===== config.mk =====
export PLATFORM = sky130hd
export DESIGN_NAME = tl_c_channel_arbiter
export DESIGN_NICKNAME = d
export VERILOG_FILES = /design/src/rtl/tl_c_channel_arbiter.sv
export SDC_FILE = /design/constraint.sdc
export NUM_CORES = 1
export LEC_CHECK = 0
export ABC_CLOCK_PERIOD_IN_PS = 1800
export CELL_PAD_IN_SITES_DETAIL_PLACEMENT = 1
export CELL_PAD_IN_SITES_GLOBAL_PLACEMENT = 2
export CORE_AREA = 2 2 216 218
export DETAILED_ROUTE_END_ITERATION = 12
export DIE_AREA = 0 0 218 220
export HOLD_SLACK_MARGIN = 0.03
export PLACE_DENSITY_LB_ADDON = 0.15
export SLEW_MARGIN = 20
export SYNTH_ARGS = -nofsm -noshare
export SYNTH_HDL_FRONTEND = slang
export SYNTH_SLANG_ARGS = --single-unit

===== constraint.sdc =====
create_clock -name clk -period 1.8 [get_ports clk]
set_clock_uncertainty 0.15 [all_clocks]
set_input_delay 0.27 -clock clk [delete_from_list [all_inputs] [get_ports clk]]
set_output_delay 0.27 -clock clk [all_outputs]
set_load 0.03 [all_outputs]

===== src/rtl/tl_c_channel_arbiter.sv =====
// ---------------------------------------------------------------------------
// tl_c_channel_arbiter
//
// Purpose:
//   Shares the single L1 TileLink C channel between the probe unit
//   (ProbeAck / ProbeAckData) and the writeback unit (Release / ReleaseData).
//   In IDLE a winner is picked combinationally every cycle. If the winner's
//   first beat carries data and BEATS > 1, the channel is locked to it until
//   its last beat fires. A registered one-cycle done pulse tells each unit
//   that its message has left.
//
// Optional feature (macro TL_C_ARB_RR_EN):
//   defined   - round-robin arbitration in IDLE. rr_last records the last
//               first-beat winner (0 = probe, 1 = release), and on a tie the
//               other requester wins. PROBE_FIRST is ignored.
//   undefined - fixed priority chosen by PROBE_FIRST; there is no rr_last.
//
// Parameters:
//   BEATS       beats per data-carrying C message (power of 2, >= 1)
//   CNT_W       beat counter width, $clog2(BEATS) with a minimum of 1
//   PROBE_FIRST 1 = probe beats writeback, 0 = writeback beats probe
//
// Ports:
//   clk, rst_n            clock, synchronous active-low reset
//   prb_valid/bits/ready  probe unit C beat source
//   rel_valid/bits/ready  writeback unit C beat source
//   c_valid/bits/ready    outer TL C port
//   prb_done, rel_done    one-cycle pulse after the last beat of a message
//   busy                  arbiter locked mid-burst (FSM in BURST)
//   beat_cnt              beat index inside the locked burst
//
// Handshake (all three interfaces): a beat transfers on a rising clk edge
// where valid and ready are both 1. A valid, once raised by the locked
// requester, is expected to hold its header until the beat fires; ready
// may be raised without valid. c_ready never feeds back into either valid.
// ---------------------------------------------------------------------------

package BundleST;

    localparam int SOURCE_W = 8;
    localparam int ADDR_W   = 32;
    localparam int DATA_W   = 128;

    // C channel opcodes used by the L1.
    localparam logic [2:0] OP_PROBE_ACK      = 3'd4;
    localparam logic [2:0] OP_PROBE_ACK_DATA = 3'd5;
    localparam logic [2:0] OP_RELEASE        = 3'd6;
    localparam logic [2:0] OP_RELEASE_DATA   = 3'd7;

    typedef struct packed {
        logic [2:0]          opcode;
        logic [2:0]          param;
        logic [3:0]          size;
        logic [SOURCE_W-1:0] source;
        logic [ADDR_W-1:0]   address;
        logic [DATA_W-1:0]   data;
        logic                corrupt;
    } TLBundleCST;

    // Data-carrying C opcodes all have bit 0 set.
    function automatic logic has_data(input logic [2:0] opcode);
        return opcode[0];
    endfunction

endpackage

module tl_c_channel_arbiter
    import BundleST::*;
#(
    parameter int BEATS       = 4,
    parameter int CNT_W       = (BEATS > 1) ? $clog2(BEATS) : 1,
    parameter int PROBE_FIRST = 1
) (
    input  logic             clk,
    input  logic             rst_n,

    input  logic             prb_valid,
    input  TLBundleCST       prb_bits,
    output logic             prb_ready,

    input  logic             rel_valid,
    input  TLBundleCST       rel_bits,
    output logic             rel_ready,

    output logic             c_valid,
    output TLBundleCST       c_bits,
    input  logic             c_ready,

    output logic             prb_done,
    output logic             rel_done,
    output logic             busy,
    output logic [CNT_W-1:0] beat_cnt
);

    typedef enum logic {
        IDLE  = 1'b0,
        BURST = 1'b1
    } state_t;

    localparam logic [CNT_W-1:0] LAST_BEAT  = CNT_W'(BEATS - 1);
    localparam logic [CNT_W-1:0] CNT_ONE    = CNT_W'(1);
    localparam bit               MULTI_BEAT = (BEATS > 1);

    state_t state;
    logic   lock_sel;      // locked requester: 0 = probe, 1 = release

    logic   win_rel;       // IDLE arbitration result: 1 = release wins
    logic   sel_rel;       // requester currently owning the channel
    logic   sel_valid;
    logic   fire;
    logic   msg_has_data;
    logic   last_beat;

    // -----------------------------------------------------------------------
    // IDLE arbitration. Only valids feed this, never c_ready.
    // -----------------------------------------------------------------------
`ifdef TL_C_ARB_RR_EN
    logic rr_last;         // last first-beat winner: 0 = probe, 1 = release

    always_comb begin
        win_rel = 1'b0;
        if (prb_valid && rel_valid) begin
            // Tie goes to whoever did not win last time.
            win_rel = ~rr_last;
        end else begin
            win_rel = rel_valid;
        end
    end

    always_ff @(posedge clk) begin
        if (!rst_n) begin
            rr_last <= 1'b0;
        end else if (state == IDLE && fire) begin
            rr_last <= sel_rel;
        end
    end
`else
    always_comb begin
        win_rel = 1'b0;
        if (PROBE_FIRST != 0) begin
            win_rel = rel_valid & ~prb_valid;
        end else begin
            win_rel = rel_valid;
        end
    end
`endif

    // -----------------------------------------------------------------------
    // Channel mux and handshake
    // -----------------------------------------------------------------------
    always_comb begin
        sel_rel   = (state == BURST) ? lock_sel : win_rel;
        sel_valid = sel_rel ? rel_valid : prb_valid;

        // Reset masks every valid/ready leaving the block.
        c_valid   = rst_n & sel_valid;
        prb_ready = rst_n & ~sel_rel & c_ready;
        rel_ready = rst_n &  sel_rel & c_ready;

        // With nothing presented, the payload defaults to the writeback side.
        c_bits    = (c_valid && !sel_rel) ? prb_bits : rel_bits;

        fire         = c_valid & c_ready;
        msg_has_data = has_data(c_bits.opcode);
        last_beat    = (beat_cnt == LAST_BEAT);
    end

    // -----------------------------------------------------------------------
    // Lock FSM with registered busy / beat_cnt / done outputs
    // -----------------------------------------------------------------------
    always_ff @(posedge clk) begin
        if (!rst_n) begin
            state    <= IDLE;
            lock_sel <= 1'b0;
            beat_cnt <= '0;
            busy     <= 1'b0;
            prb_done <= 1'b0;
            rel_done <= 1'b0;
        end else begin
            prb_done <= 1'b0;
            rel_done <= 1'b0;
            case (state)
                IDLE: begin
                    if (fire) begin
                        if (msg_has_data && MULTI_BEAT) begin
                            // First beat already left; next expected is beat 1.
                            state    <= BURST;
                            lock_sel <= sel_rel;
                            beat_cnt <= CNT_ONE;
                            busy     <= 1'b1;
                        end else begin
                            prb_done <= ~sel_rel;
                            rel_done <=  sel_rel;
                        end
                    end
                end
                BURST: begin
                    if (fire) begin
                        if (last_beat) begin
                            state    <= IDLE;
                            beat_cnt <= '0;
                            busy     <= 1'b0;
                            prb_done <= ~lock_sel;
                            rel_done <=  lock_sel;
                        end else begin
                            beat_cnt <= beat_cnt + CNT_ONE;
                        end
                    end
                end
                default: begin
                    state <= IDLE;
                end
            endcase
        end
    end

    // -----------------------------------------------------------------------
    // Simulation-only protocol checks
    // -----------------------------------------------------------------------
`ifndef SYNTHESIS
    logic [2:0]          hdr_opcode;
    logic [SOURCE_W-1:0] hdr_source;
    logic [ADDR_W-1:0]   hdr_address;

    // Header of the burst as seen on its first beat.
    always_ff @(posedge clk) begin
        if (state == IDLE && fire) begin
            hdr_opcode  <= c_bits.opcode;
            hdr_source  <= c_bits.source;
            hdr_address <= c_bits.address;
        end
    end

    a_hdr_stable: assert property (@(posedge clk) disable iff (!rst_n)
        (state == BURST && fire) |->
            (c_bits.opcode == hdr_opcode && c_bits.source == hdr_source &&
             c_bits.address == hdr_address))
        else $error("locked requester changed opcode/source/address mid-burst");

    a_cnt_range: assert property (@(posedge clk) disable iff (!rst_n)
        beat_cnt <= LAST_BEAT)
        else $error("beat_cnt beyond last beat");

    a_busy_state: assert property (@(posedge clk) disable iff (!rst_n)
        busy == (state == BURST))
        else $error("busy disagrees with FSM state");

    a_idle_cnt: assert property (@(posedge clk) disable iff (!rst_n)
        (state == IDLE) |-> (beat_cnt == '0))
        else $error("beat_cnt nonzero while idle");

    a_done_excl: assert property (@(posedge clk) disable iff (!rst_n)
        !(prb_done && rel_done))
        else $error("both done pulses asserted together");

    a_one_ready: assert property (@(posedge clk) disable iff (!rst_n)
        !(prb_ready && rel_ready))
        else $error("both requesters granted");
`endif

endmodule


==> flow_summary.ini, run 1 <==
[die]
rows = 79
die_area_um2 = 47960
die_w_um = 218
io_pins = 550
die_h_um = 220
fp.coreArea_um2 = 45860
start_util = 0.06506

[finish]
n_antenna_cell = 0
drive_gt1_frac = 0.5090
final_common_cell = clkdlybuf4s50_1
seqCellArea_um2 = 142.6
multi_input_area_um2 = 2933
fill_cells = 5222
nNetsFinal = 1200
final_util = 0.2297
syn2layout_area_growth_pct = 253.1
final_cell_mix = clkdlybuf4s50_1 (364), mux2_4 (174), buf_6 (161)

[clocking]
clk_pin_slew_worst_paths_ns = 0.04
clockRootBuffer = clkbuf_16
tritoncts = done
clock_latency_ns = 0.23
cts_max_level = 1
clockBufferDepth = 2
ctsHoldBuffers = 0
clkSinkCount = 7
cts_buffers = 3

[routing]
vias = 4562
ant_nets = 0
vias_per_cell = 3.164
drtPass1Iterations = 3
drt-total-wl_mm = 26.45
drt_iter0_drc = 46
routedWlPerCell_um = 18.34
drcViolationCount = 0

[timing]
slew_viol_final = 0
layout_setup_ws_ns = -0.3680
relSlewSlack = 0.7406
min_period_ns = 2.168
fmax_mhz = 461.3
hold_violations = 0
rsz0062_at_grt = yes
setup_viol = 183
setup-tns-final_ns = -53.94
fin_crit_sh = 1.204
tightest_slew_ns = 0.3880

[worst_setup_path]
r2r-start = state
crit_type = reg -> out
path_max_fanout = 7
startpoint_type = flip-flop
rrSetupSlack_ns = -0.17
crit_arrival_ns = 1.75
ff2ff_path_depth = 9
timing.rr.end = busy
required_ns = 1.38
endpoint_kind = output port

[yosys]
syn-instance-count = 248
synth.area.top_cells = mux2_4 (50%), mux2_2 (29%), buf_6 (5.3%)
synth_seq_cells = 7
synth_top_area_cell = mux2_4
avgSynthCellArea_um2 = 12.03
synth_area_um2 = 2984
netlist.area_leader.share = 0.5031
synth_warnings = 0
synth_seq_area_share = 0.04696
synthesis.nets = 612
ys_types = 32

[run_status]
violations = negative setup slack
status = finished with violations

[power_and_ir_drop]
power.leakage_nw = 4.766
power_density_nw_per_um2 = 363.4
ir_worst_vdd_v = 0.0002133

[place]
gp_congestion = 0.7181
place_hpwl_mm = 23.04
place_ws_ns = -0.9504
port_buffers = 549

[global_routing]
grt_antenna_before_repair = 2
grt_overflow_total = 0
track_usage = 0.09664
grt_pass1_vias = 4911
grt_pass1_wl_mm = 34.48
grt_max_degree = 23

[hold_path]
hold_depth = 2
hp-start = busy
hold_path_end = busy
hold_class = reg -> reg

[flow_run]
maxCapViolCount = 0
## registers in the layout, indices dropped and copies added (netlist names)
register and cells:
state 1, lock_sel 1, beat_cnt 2, rel_done 1, busy 1, prb_done 1
## metrics by stage
step           total power [W]  hold WS [ns]  std cells  cell area, um^2
2_1_floorplan         0.001512        0.2625        248             2984
3_3_place_gp          0.003030        0.3475       1412             9037
3_5_place_dp          0.003019        0.3318       1412             9037
4_1_cts               0.003731        0.3472       1434            10080
5_1_grt               0.004014        0.3931       1442            10540
6_report              0.003829        0.3532       1442            10540
## layout make-up
type	instances	share of cell area
clock buffers	4	0.007481
inverters	1	0.0003563
well taps	607	0.07208
multi-input cells	218	0.2784
flip-flops and latches	7	0.01354
repair buffers	605	0.6282
## power breakdown
group | internal (W) | switching, W
clock network | 0.000295 | 0.0000885
logic | 0.00195 | 0.00133
registers | 0.000164 | 0.00000572
total | 0.00241 | 0.00142
## how the worst max path moves through the flow
stage	startpoint	end	cells after the start
2_1_floorplan	state	c_bits[153]	5
3_3_place_gp	prb_valid	c_bits[85]	5
3_5_place_dp	rst_n	c_bits[88]	5
4_1_cts	state	c_bits[78]	6
5_1_grt	state	c_bits[176]	7
6_report	state	c_bits[125]	8
## synthesized netlist by cell type (all sizes together)
cell       n
a211o      1
a21boi     2
a21oi      4
a22o       1
a311oi     1
a31oi      1
a32o       1
and3       1
and4b      1
buf       21
clkbuf     1
dfxtp      7
ha         1
inv        1
mux2     179
mux2i      1
nand2      4
nand3      4
nand3b     1
nor2       6
nor2b      1
nor3       1
nor3b      1
nor4       1
o211ai     1
o21a       1
o21ai      2
o2bb2ai    1
## critical path: stages (launching register included)
cell     delay [ns]
dfxtp_2        0.33
nand2_4        0.08
nand3_4        0.09
buf_12         0.16
buf_4          0.14
buf_8          0.12
buf_16         0.14
mux2_4         0.30
buf_6          0.14
## kinds of logic (layout without fill, tap and decap cells)
logic type               Yosys count  count (layout)  share of synthesized area
AO/OA/AOI/OAI                     16              16                    0.03732
adder cells (fa/ha/maj)            1               1                   0.004192
buffers and inverters             23             610                    0.06708
flip-flops                         7               7                    0.04696
multiplexers                     180             180                     0.8046
AND/OR/NAND/NOR                   21              21                    0.03983
## routing by layer
| layer | GRT usage | share of wire | vias up |
|---|---|---|---|
| met5 | 0 | 0 | - |
| met3 | 0.02609 | 0.091 | 10 |
| li1 | - | - | 2122 |
| met2 | 0.1939 | 0.55 | 312 |
| met4 | 0.007710 | 0.0058 | 0 |
| met1 | 0.1031 | 0.36 | 2118 |
## what timing repair did
| item | in CTS | in global routing |
|---|---|---|
| pin swaps | 1 | 1 |
| setup endpoints to repair | 185 | 184 |
| resized for setup | 471 | 106 |
| buffers inserted | 15 | 6 |
| cloned | 3 | 5 |
(Power assumes the default switching activity.)
==> run 2: changes to the inputs <==
CTS_CLUSTER_SIZE = 10   (was unset)
==> results of run 2 <==
Final layout, timing and power as in run 1 (identical DEF).
==> run 3: changes to the inputs <==
ABC_AREA = 0   (was unset)
==> results of run 3 <==
Final layout, timing and power as in run 1 (identical DEF).
